### config.mk
export PLATFORM = sky130hd
export DESIGN_NAME = alu_muldiv_unit
export DESIGN_NICKNAME = d
export VERILOG_FILES = /design/src/rtl/alu_pkg.sv /design/src/rtl/muldiv_core.sv /design/src/rtl/alu_muldiv_unit.sv
export SDC_FILE = /design/constraint.sdc
export NUM_CORES = 1
export LEC_CHECK = 0
export CORE_UTILIZATION = 46
export CTS_CLUSTER_DIAMETER = 200
export DETAILED_ROUTE_END_ITERATION = 16
export PLACE_DENSITY = 0.74
export SYNTH_ARGS = -nofsm -noshare
export SYNTH_HDL_FRONTEND = slang
export SYNTH_HIERARCHICAL = 1
export SYNTH_SLANG_ARGS = --single-unit
### constraint.sdc
create_clock -name clk -period 5.5 [get_ports clk]
set_clock_uncertainty 0.1 [all_clocks]
set_input_delay 0.825 -clock clk [delete_from_list [all_inputs] [get_ports clk]]
set_output_delay 0.825 -clock clk [all_outputs]
set_load 0.02 [all_outputs]
### src/rtl/alu_pkg.sv
// Shared opcode encodings and the multiply/divide sequencer states for the execute-stage ALU.
// Opcodes are 4-bit; wider select buses zero-extend them before comparing.
package alu_pkg;

  localparam logic [3:0] OP_AND   = 4'b0000;
  localparam logic [3:0] OP_OR    = 4'b0001;
  localparam logic [3:0] OP_ADD   = 4'b0010;
  localparam logic [3:0] OP_XOR   = 4'b0011;
  localparam logic [3:0] OP_NOR   = 4'b0100;
  localparam logic [3:0] OP_SUB   = 4'b0110;
  localparam logic [3:0] OP_SLT   = 4'b0111;
  localparam logic [3:0] OP_SLTU  = 4'b1000;
  localparam logic [3:0] OP_MULTU = 4'b1001;
  localparam logic [3:0] OP_DIVU  = 4'b1010;
  localparam logic [3:0] OP_MFHI  = 4'b1011;
  localparam logic [3:0] OP_MFLO  = 4'b1100;

  typedef enum logic [1:0] {
    IDLE = 2'd0,
    BUSY = 2'd1,
    DONE = 2'd2
  } state_t;

endpackage

### src/rtl/muldiv_core.sv
// Iterative unsigned multiply (shift-add) / restoring divide into HI/LO; W+1 cycles start to done.
// Starts are only taken in IDLE or DONE; the caller stalls on busy, starts during BUSY are dropped.
module muldiv_core
  import alu_pkg::*;
#(
  parameter int DATA_WIDTH = 32
) (
  input  logic                  clk,
  input  logic                  reset,
  input  logic                  start,
  input  logic                  is_div,
  input  logic [DATA_WIDTH-1:0] operand1,
  input  logic [DATA_WIDTH-1:0] operand2,
  output logic                  busy,
  output logic                  done,
  output logic                  div_by_zero,
  output logic [DATA_WIDTH-1:0] hi,
  output logic [DATA_WIDTH-1:0] lo
);

  localparam int CW = $clog2(DATA_WIDTH);

  state_t                state;
  logic [CW-1:0]         count;
  logic                  op_div;
  // Multiplicand for MULTU, divisor for DIVU.
  logic [DATA_WIDTH-1:0] m;
  logic [DATA_WIDTH-1:0] acc_hi;
  logic [DATA_WIDTH-1:0] acc_lo;

  logic [DATA_WIDTH:0]   mul_sum;
  logic [DATA_WIDTH:0]   div_shift;
  logic                  div_ge;
  logic [DATA_WIDTH-1:0] step_hi;
  logic [DATA_WIDTH-1:0] step_lo;

  // One radix-2 step. A zero divisor always "fits", so the quotient fills with ones
  // and the remainder ends up holding the dividend without special casing.
  always_comb begin
    mul_sum   = {1'b0, acc_hi} + (acc_lo[0] ? {1'b0, m} : {(DATA_WIDTH+1){1'b0}});
    div_shift = {acc_hi, acc_lo[DATA_WIDTH-1]};
    div_ge    = div_shift >= {1'b0, m};
    if (op_div) begin
      step_hi = div_ge ? (div_shift[DATA_WIDTH-1:0] - m) : div_shift[DATA_WIDTH-1:0];
      step_lo = {acc_lo[DATA_WIDTH-2:0], div_ge};
    end else begin
      step_hi = mul_sum[DATA_WIDTH:1];
      step_lo = {mul_sum[0], acc_lo[DATA_WIDTH-1:1]};
    end
  end

  always_ff @(posedge clk or posedge reset) begin
    if (reset) begin
      state       <= IDLE;
      count       <= '0;
      op_div      <= 1'b0;
      m           <= '0;
      acc_hi      <= '0;
      acc_lo      <= '0;
      hi          <= '0;
      lo          <= '0;
      div_by_zero <= 1'b0;
      busy        <= 1'b0;
      done        <= 1'b0;
    end else begin
      case (state)
        IDLE, DONE: begin
          done <= 1'b0;
          if (start) begin
            op_div <= is_div;
            m      <= is_div ? operand2 : operand1;
            acc_hi <= '0;
            acc_lo <= is_div ? operand1 : operand2;
            count  <= CW'(DATA_WIDTH - 1);
            busy   <= 1'b1;
            state  <= BUSY;
          end else begin
            state <= IDLE;
          end
        end
        BUSY: begin
          acc_hi <= step_hi;
          acc_lo <= step_lo;
          if (count == '0) begin
            hi    <= step_hi;
            lo    <= step_lo;
            if (op_div) div_by_zero <= (m == '0);
            busy  <= 1'b0;
            done  <= 1'b1;
            state <= DONE;
          end else begin
            count <= count - CW'(1);
          end
        end
        default: begin
          busy  <= 1'b0;
          done  <= 1'b0;
          state <= IDLE;
        end
      endcase
    end
  end

endmodule

### src/rtl/alu_muldiv_unit.sv
// Execute-stage ALU: combinational logic/arithmetic ops plus HI/LO moves; MULTU/DIVU take W+1 cycles.
// The control FSM stalls on busy and samples the one-cycle done pulse; no other backpressure.
module alu_muldiv_unit
  import alu_pkg::*;
#(
  parameter int DATA_WIDTH = 32,
  parameter int OP_WIDTH   = 4
) (
  input  logic                  clk,
  input  logic                  reset,
  input  logic [DATA_WIDTH-1:0] operand1,
  input  logic [DATA_WIDTH-1:0] operand2,
  input  logic [OP_WIDTH-1:0]   ALUoperations,
  input  logic                  start,
  output logic [DATA_WIDTH-1:0] resultOut,
  output logic                  carryOut,
  output logic                  overflow,
  output logic                  isZero,
  output logic                  busy,
  output logic                  done,
  output logic                  divByZero,
  output logic [DATA_WIDTH-1:0] hiOut,
  output logic [DATA_WIDTH-1:0] loOut
);

  logic                  is_mul;
  logic                  is_div;
  logic [DATA_WIDTH:0]   add_sum;
  logic [DATA_WIDTH:0]   sub_sum;
  logic                  add_ovf;
  logic                  sub_ovf;
  logic                  slt;
  logic                  sltu;
  logic [DATA_WIDTH-1:0] hi;
  logic [DATA_WIDTH-1:0] lo;

  assign is_mul = (ALUoperations == OP_WIDTH'(OP_MULTU));
  assign is_div = (ALUoperations == OP_WIDTH'(OP_DIVU));

  muldiv_core #(
    .DATA_WIDTH(DATA_WIDTH)
  ) u_core (
    .clk         (clk),
    .reset       (reset),
    .start       (start && (is_mul || is_div)),
    .is_div      (is_div),
    .operand1    (operand1),
    .operand2    (operand2),
    .busy        (busy),
    .done        (done),
    .div_by_zero (divByZero),
    .hi          (hi),
    .lo          (lo)
  );

  assign hiOut = hi;
  assign loOut = lo;

  assign add_sum = {1'b0, operand1} + {1'b0, operand2};
  assign sub_sum = {1'b0, operand1} + {1'b0, ~operand2} + (DATA_WIDTH+1)'(1);
  // Signed overflow: result sign disagrees with operands that (effectively) share a sign.
  assign add_ovf = (operand1[DATA_WIDTH-1] == operand2[DATA_WIDTH-1]) &&
                   (add_sum[DATA_WIDTH-1] != operand1[DATA_WIDTH-1]);
  assign sub_ovf = (operand1[DATA_WIDTH-1] != operand2[DATA_WIDTH-1]) &&
                   (sub_sum[DATA_WIDTH-1] != operand1[DATA_WIDTH-1]);
  assign slt     = $signed(operand1) < $signed(operand2);
  assign sltu    = operand1 < operand2;

  always_comb begin
    resultOut = '0;
    carryOut  = 1'b0;
    overflow  = 1'b0;
    case (ALUoperations)
      OP_WIDTH'(OP_AND):  resultOut = operand1 & operand2;
      OP_WIDTH'(OP_OR):   resultOut = operand1 | operand2;
      OP_WIDTH'(OP_XOR):  resultOut = operand1 ^ operand2;
      OP_WIDTH'(OP_NOR):  resultOut = ~(operand1 | operand2);
      OP_WIDTH'(OP_ADD): begin
        resultOut = add_sum[DATA_WIDTH-1:0];
        carryOut  = add_sum[DATA_WIDTH];
        overflow  = add_ovf;
      end
      OP_WIDTH'(OP_SUB): begin
        resultOut = sub_sum[DATA_WIDTH-1:0];
        carryOut  = sub_sum[DATA_WIDTH];
        overflow  = sub_ovf;
      end
      OP_WIDTH'(OP_SLT):  resultOut = {{(DATA_WIDTH-1){1'b0}}, slt};
      OP_WIDTH'(OP_SLTU): resultOut = {{(DATA_WIDTH-1){1'b0}}, sltu};
      OP_WIDTH'(OP_MFHI): resultOut = hi;
      OP_WIDTH'(OP_MFLO): resultOut = lo;
      default:            resultOut = '0;
    endcase
  end

  assign isZero = (resultOut == '0);

endmodule

# Yosys cells after proc, flatten, opt, wreduce, memory -nomap -nowiden
# Cells that the tools add are included.
# classes
addsub	6
n_mul	0
n_div	0
order_cmp	3
eq_ne	20
n_shift	0
muxes	24
bitwise	5
n_reduce_logical	17
# op_table
operator	n
32-bit case mux with 10 select lines	1
32-bit 2-to-1 mux	8
32-bit case mux with 2 select lines	2
32-bit by 32-bit adder with 33-bit output	2
32-bit logical NOT	2
32-bit < comparator	2
32-bit NOT	2
32-bit by 33-bit adder with 33-bit output	1
33-bit by 1-bit adder with 33-bit output, second input constant	1
33-bit by 32-bit greater-or-equal comparator with 1-bit output	1
32-bit AND	1
32-bit bitwise OR	1
32-bit subtractor	1
32-bit XOR	1
4-bit equality test, second input constant	5
4-bit by 3-bit equality test with 1-bit output, second input constant	3
5-bit 2-to-1 mux	2
5-bit case mux with 2 select lines	1
4-bit by 2-bit equality test with 1-bit output, second input constant	2
2-bit AND reduction	4
1-bit case mux with 2 select lines	3
3-bit AND reduction	2
5-bit logical NOT	1
1-bit 2-to-1 mux	5
16 further kinds	21
# word_totals
regBits	171
latchBits	0
mem_bits_rw	0
rom_bits	0
inputBits	71
out_inout_bits	102
elab_cells	86
mem_count	0

# Longest topological paths before layout
# depth
ltp_word	6
ltp_mapped	15
depth_no_buf	15

# Cells and area by module
# The synthesis kept the hierarchy.
# modules_own_cells
mod	instances	cells_per_inst	area_per_inst_um2	seq_area_each_um2
muldiv_core	1	1304	11631.2	4254.1
alu_muldiv_unit	1	986	6446.2	0.0

# Worst setup path before layout
# OpenSTA, ideal clock, no wires.
# synth_path
kind	input to output
from	input operand1[0]
to	output isZero
arrival_ns	4.842
path_slack_ns	-0.267
cell_stages	14
path_cell_list	ha_1 -> inv_1 -> fa_1 -> nand2b_1 -> a21o_1 -> a311o_1 -> o21a_1 -> o311a_1 -> a21oi_1 -> a21oi_1 -> or4bb_1 -> or4_1 -> or4_1 -> nor4_2
# synth_via
elab_chain_cells	4
elab_cells_between_ends	11
cone_classes	3 x add/sub; 2 x order compare; 1 x mux; 4 x bitwise; 1 x reduce/logical
# synth_rtl
element	line_no	text
from (decl)	alu_muldiv_unit.sv:11	input logic [DATA_WIDTH-1:0] operand1,
32-bit by 32-bit adder with 33-bit output	alu_muldiv_unit.sv:60	assign sub_sum = {1'b0, operand1} + {1'b0, ~operand2} + (DATA_WIDTH+1)'(1);
33-bit by 1-bit adder with 33-bit output	alu_muldiv_unit.sv:60	
32-bit case mux with 10 select lines *	alu_muldiv_unit.sv:73	case (ALUoperations)
via resultOut[22]	alu_muldiv_unit.sv:15	output logic [DATA_WIDTH-1:0] resultOut,
32-bit logical NOT *	alu_muldiv_unit.sv:96	assign isZero = (resultOut == '0);
to (decl)	alu_muldiv_unit.sv:18	output logic isZero,
# The timed path passes the listed nets; every way through them passes the cells marked *.

# Final worst setup path
# layout_path
from	input operand1[18]
to	output isZero
# layout_via
elab_chain_cells	4
elab_cells_between_ends	11
cone_classes	3 x add/sub; 2 x order compare; 1 x mux; 4 x bitwise; 1 x reduce/logical
# layout_rtl
element	line_no
32-bit by 32-bit adder with 33-bit output / 32-bit bitwise OR (equally long branches)	alu_muldiv_unit.sv:60, alu_muldiv_unit.sv:75, alu_muldiv_unit.sv:77
33-bit by 1-bit adder with 33-bit output / 32-bit NOT (equally long branches)	alu_muldiv_unit.sv:60, alu_muldiv_unit.sv:77
32-bit case mux with 10 select lines *	alu_muldiv_unit.sv:73
32-bit logical NOT *	alu_muldiv_unit.sv:96
# Every way passes the cells marked *; elsewhere a longest branch is shown, timed or not.

==> impl_metrics.env <==
export IMPL_run_status="finished with violations"
export IMPL_violations="setup timing"
export IMPL_ff2ff_path_depth=12
export IMPL_synth_main_ff_cell="sky130_fd_sc_hd__dfrtp_1"
export IMPL_vias_in_the_first_global_route=19594
export IMPL_fill_cells=3391
export IMPL_synth_yosys_seq_area_share=0.235
export IMPL_regArea_mm2=0.00426
export IMPL_x_dimension_of_the_die_um=200
export IMPL_cellPowerDensity_mw_per_mm2=451
export IMPL_worst_skew_pair_late_latency_ns=0.44
export IMPL_critical_path_endpoint="isZero"
export IMPL_pin_count_of_the_biggest_net_entering_global_routing=171
export IMPL_die_area_mm2=0.0401
export IMPL_fin_util=0.639
export IMPL_clock_tree_from_tritoncts="built"
export IMPL_sum_of_routed_wire_segments_on_met1_um=29800
export IMPL_antenna_cells_inserted=0
export IMPL_grt_remaining_overflow=0
export IMPL_globalplace_congestion=1.02
export IMPL_buffer_ports_inserted=172
export IMPL_hold_path_class="reg2reg"
export IMPL_chipHeight_um=200
export IMPL_power_leakage_nw=11.6
export IMPL_num_rows=72
export IMPL_dr_wl_met3_um=4740
export IMPL_detail_route_first_pass_iterations=7
export IMPL_timing_setup_critical_path_class="in2out"
export IMPL_final_hold_viol_count=0
export IMPL_maxCapViolCount=0
export IMPL_clkTransAtPathRegs_ns=0.06
export IMPL_worst_setup_path_start_kind="primary input"
export IMPL_setup_repair_after_global_routing_missed_its_margin="true"
export IMPL_fin_crit_ns=6.01
export IMPL_worstSetupStartpoint="operand1[18]"
export IMPL_arr_time_crit_path_ns=5.09
export IMPL_synth_top_area_share=0.235
export IMPL_layout_area_overhead_vs_synth_pct=36.9
export IMPL_track_usage=0.371
export IMPL_yosysTopAreaCell="sky130_fd_sc_hd__dfrtp_1"
export IMPL_drt_wl_total_um=75800
export IMPL_wl_met2_um=36100
export IMPL_worst_slew_pin_slew_ns=1.22
export IMPL_maxClockFrequency_ghz=0.166
export IMPL_antenna_found_initial=1
export IMPL_worstReg2RegEnd="u_core/hi[28]"
export IMPL_timing_critical_path_required_ns=4.58
export IMPL_multi_input_area_mm2=0.0134
export IMPL_reg2reg_from="u_core/acc_lo[0]"
export IMPL_htree_levels=4
export IMPL_setup_ws_ns=-0.512
export IMPL_relative_slew_slack=0.186
export IMPL_final_period_utilization=1.09
export IMPL_flop_to_flop_setup_slack_ns=1.11
export IMPL_mappedNetlistArea_mm2=0.0181
export IMPL_synth_nets=2532
export IMPL_antenna_violating_nets_post_route=0
export IMPL_clock_root_buffer="sky130_fd_sc_hd__clkbuf_16"
export IMPL_synth_edff_count=0
export IMPL_synth_async_reset_ratio=1.00
export IMPL_clock_path_buffers=2
export IMPL_avgRoutedWirePerCell_um=22.7
export IMPL_worst_path_most_repeated_cell="sky130_fd_sc_hd__or4_4"
export IMPL_worstSetupEndpointType="output port"
export IMPL_numCtsBuffers=17
export IMPL_timing_critical_path_slowest_stage_cell="sky130_fd_sc_hd__clkdlybuf4s50_1"
export IMPL_yosys_warnings=6
export IMPL_drive_above_1_share=0.248
export IMPL_max_stage_delay_ns=0.59
export IMPL_drt_iter0_drc=1939
export IMPL_avgViaCountPerCell=6.06
export IMPL_ios=173
export IMPL_vias=20205
export IMPL_synthCells=2290
export IMPL_hold_depth=1
export IMPL_setup_viol=1
export IMPL_synth_seq_cells=170
export IMPL_top_layer="met5"
export IMPL_drc=0
export IMPL_detailedPlace_worstSlack_ns=-1.32
export IMPL_worst_path_max_fanout=6
export IMPL_cts_sink_count=170
export IMPL_fp_coreArea_mm2=0.0387
export IMPL_cts_hold_repair_buffers=0
export IMPL_synthesis_area_per_instance_um2=7.89
export IMPL_dpl_hpwl_um=60600
export IMPL_irDropWorstVdd_v=0.000562
export IMPL_drv_slew=0
export IMPL_effective_utilization_at_floorplan=0.467
export IMPL_wire_length_of_the_first_global_routing_pass_um=115000
export IMPL_synth_area_top_cells="sky130_fd_sc_hd__dfrtp_1, sky130_fd_sc_hd__ha_1, sky130_fd_sc_hd__mux2i_1"
export IMPL_num_nets_final=3047
export IMPL_yosys_cell_types_count=100
export IMPL_cp_cell_sequence="clkdlybuf4s50_1, inv_1, ha_1, nand4_1, or3_1, o21a_1, a211oi_2, mux2_2, o22ai_1, or4_4, or4_1, or4_4, nor4_4, buf_4"
-- cell usage after synthesis, drive strengths merged, types with 32 or more instances --
master / count
xnor2: 34
and2: 41
nand2: 226
nor2: 170
a21o: 38
buf: 47
nand3: 50
dfrtp: 170
o21ai: 197
mux2: 33
clkbuf: 93
a21oi: 210
mux2i: 141
inv: 154
ha: 167
nor3: 32
-- how the worst min path moves through the flow --
stage                               start               to  slack [ns]
after global routing      u_core/count[0]  u_core/count[0]        0.45
after floorplan           u_core/count[0]  u_core/count[0]        0.36
after detailed placement  u_core/count[0]  u_core/count[0]        0.40
final                     u_core/count[0]  u_core/count[0]        0.41
after global placement    u_core/count[0]  u_core/count[0]        0.38
after CTS                 u_core/count[0]  u_core/count[0]        0.41
-- report_power, final --
group,switching (W),internal (W),leakage (nW)
Sequential,0.000911,0.00180,2.03
Combinational,0.00403,0.00318,9.25
Clock,0.000553,0.000678,0.288
Total,0.00549,0.00566,11.6
-- metal layers --
layer	global-route usage	vias to the layer above
met1	0.446	9626
li1	-	9359
met3	0.0412	233
met2	0.634	985
met4	0.228	2
met5	0	-
-- per-stage QoR --
| step | std cells | TNS [ns] | total power (W) | instance area [um2] | hold slack, ns |
|---|---|---|---|---|---|
| global placement | 3292 | -6.50 | 0.00948 | 23400 | 0.381 |
| floorplan | 2290 | 0 | 0.00703 | 18100 | 0.361 |
| detailed placement | 3292 | -6.53 | 0.00967 | 23400 | 0.397 |
| finish | 3336 | -0.512 | 0.0112 | 24700 | 0.410 |
| global route | 3336 | -0.679 | 0.0119 | 24700 | 0.451 |
| CTS | 3330 | -0.630 | 0.0110 | 24200 | 0.409 |
-- placed cells by master (no fill, tap or decap), drive strengths merged, types with 9 or more instances in the layout --
cell type and count:
buf 470, nand2 226, a21oi 210, o21ai 197, dfrtp 170, nor2 170, ha 167, inv 158
mux2i 141, clkdlybuf4s50 126, nand3 50, and2 41, a21o 38, xnor2 34, mux2 33, nor3 32
xor2 30, dlymetal6s2s 27, nand2b 26, a211oi 26, a22oi 24, nor4 24, o211ai 22, a22o 21
a31oi 21, nor2b 20, o31ai 20, clkbuf 20, nand4 18, o21a 14, o21bai 14, and3 11
o221ai 11, or3 11, dlygate4sd2 10, o22ai 10, a221oi 10, a2111oi 9
-- registers in the layout, indices dropped and copies added (netlist names), 5 cells and up --
name / count
u_core/m: 32
u_core/count: 5
u_core/hi: 32
u_core/lo: 32
u_core/acc_hi: 32
u_core/acc_lo: 32
-- final cells by class --
class,count,area share
clock inverter,15,0.00668
inverter,154,0.0235
timing repair buffer,636,0.215
clock buffer,17,0.0172
sequential,170,0.172
tap,518,0.0262
multi-input combinational,1826,0.540
-- repair_timing --
action	CTS	global route
setup endpoints to repair	15	13
pin swaps	13	21
resized for setup	90	122
buffers inserted	6	6
-- worst max-delay path: cells and delay by family --
family	cells	cell delay (ns)
simple gates	6	2.20
buf+inv	3	0.85
compound gates	3	0.57
fa+ha+maj	1	0.45
mux	1	0.18
-- kinds of logic after synthesis --
group	count (synthesis)	synth area share
mux	174	0.0988
simple gates	669	0.176
xor+xnor	64	0.0310
buf+inv	294	0.0677
compound gates	748	0.271
flops	170	0.235
fa+ha+maj	171	0.120
No activity file was read; power rests on OpenSTA's default activity.
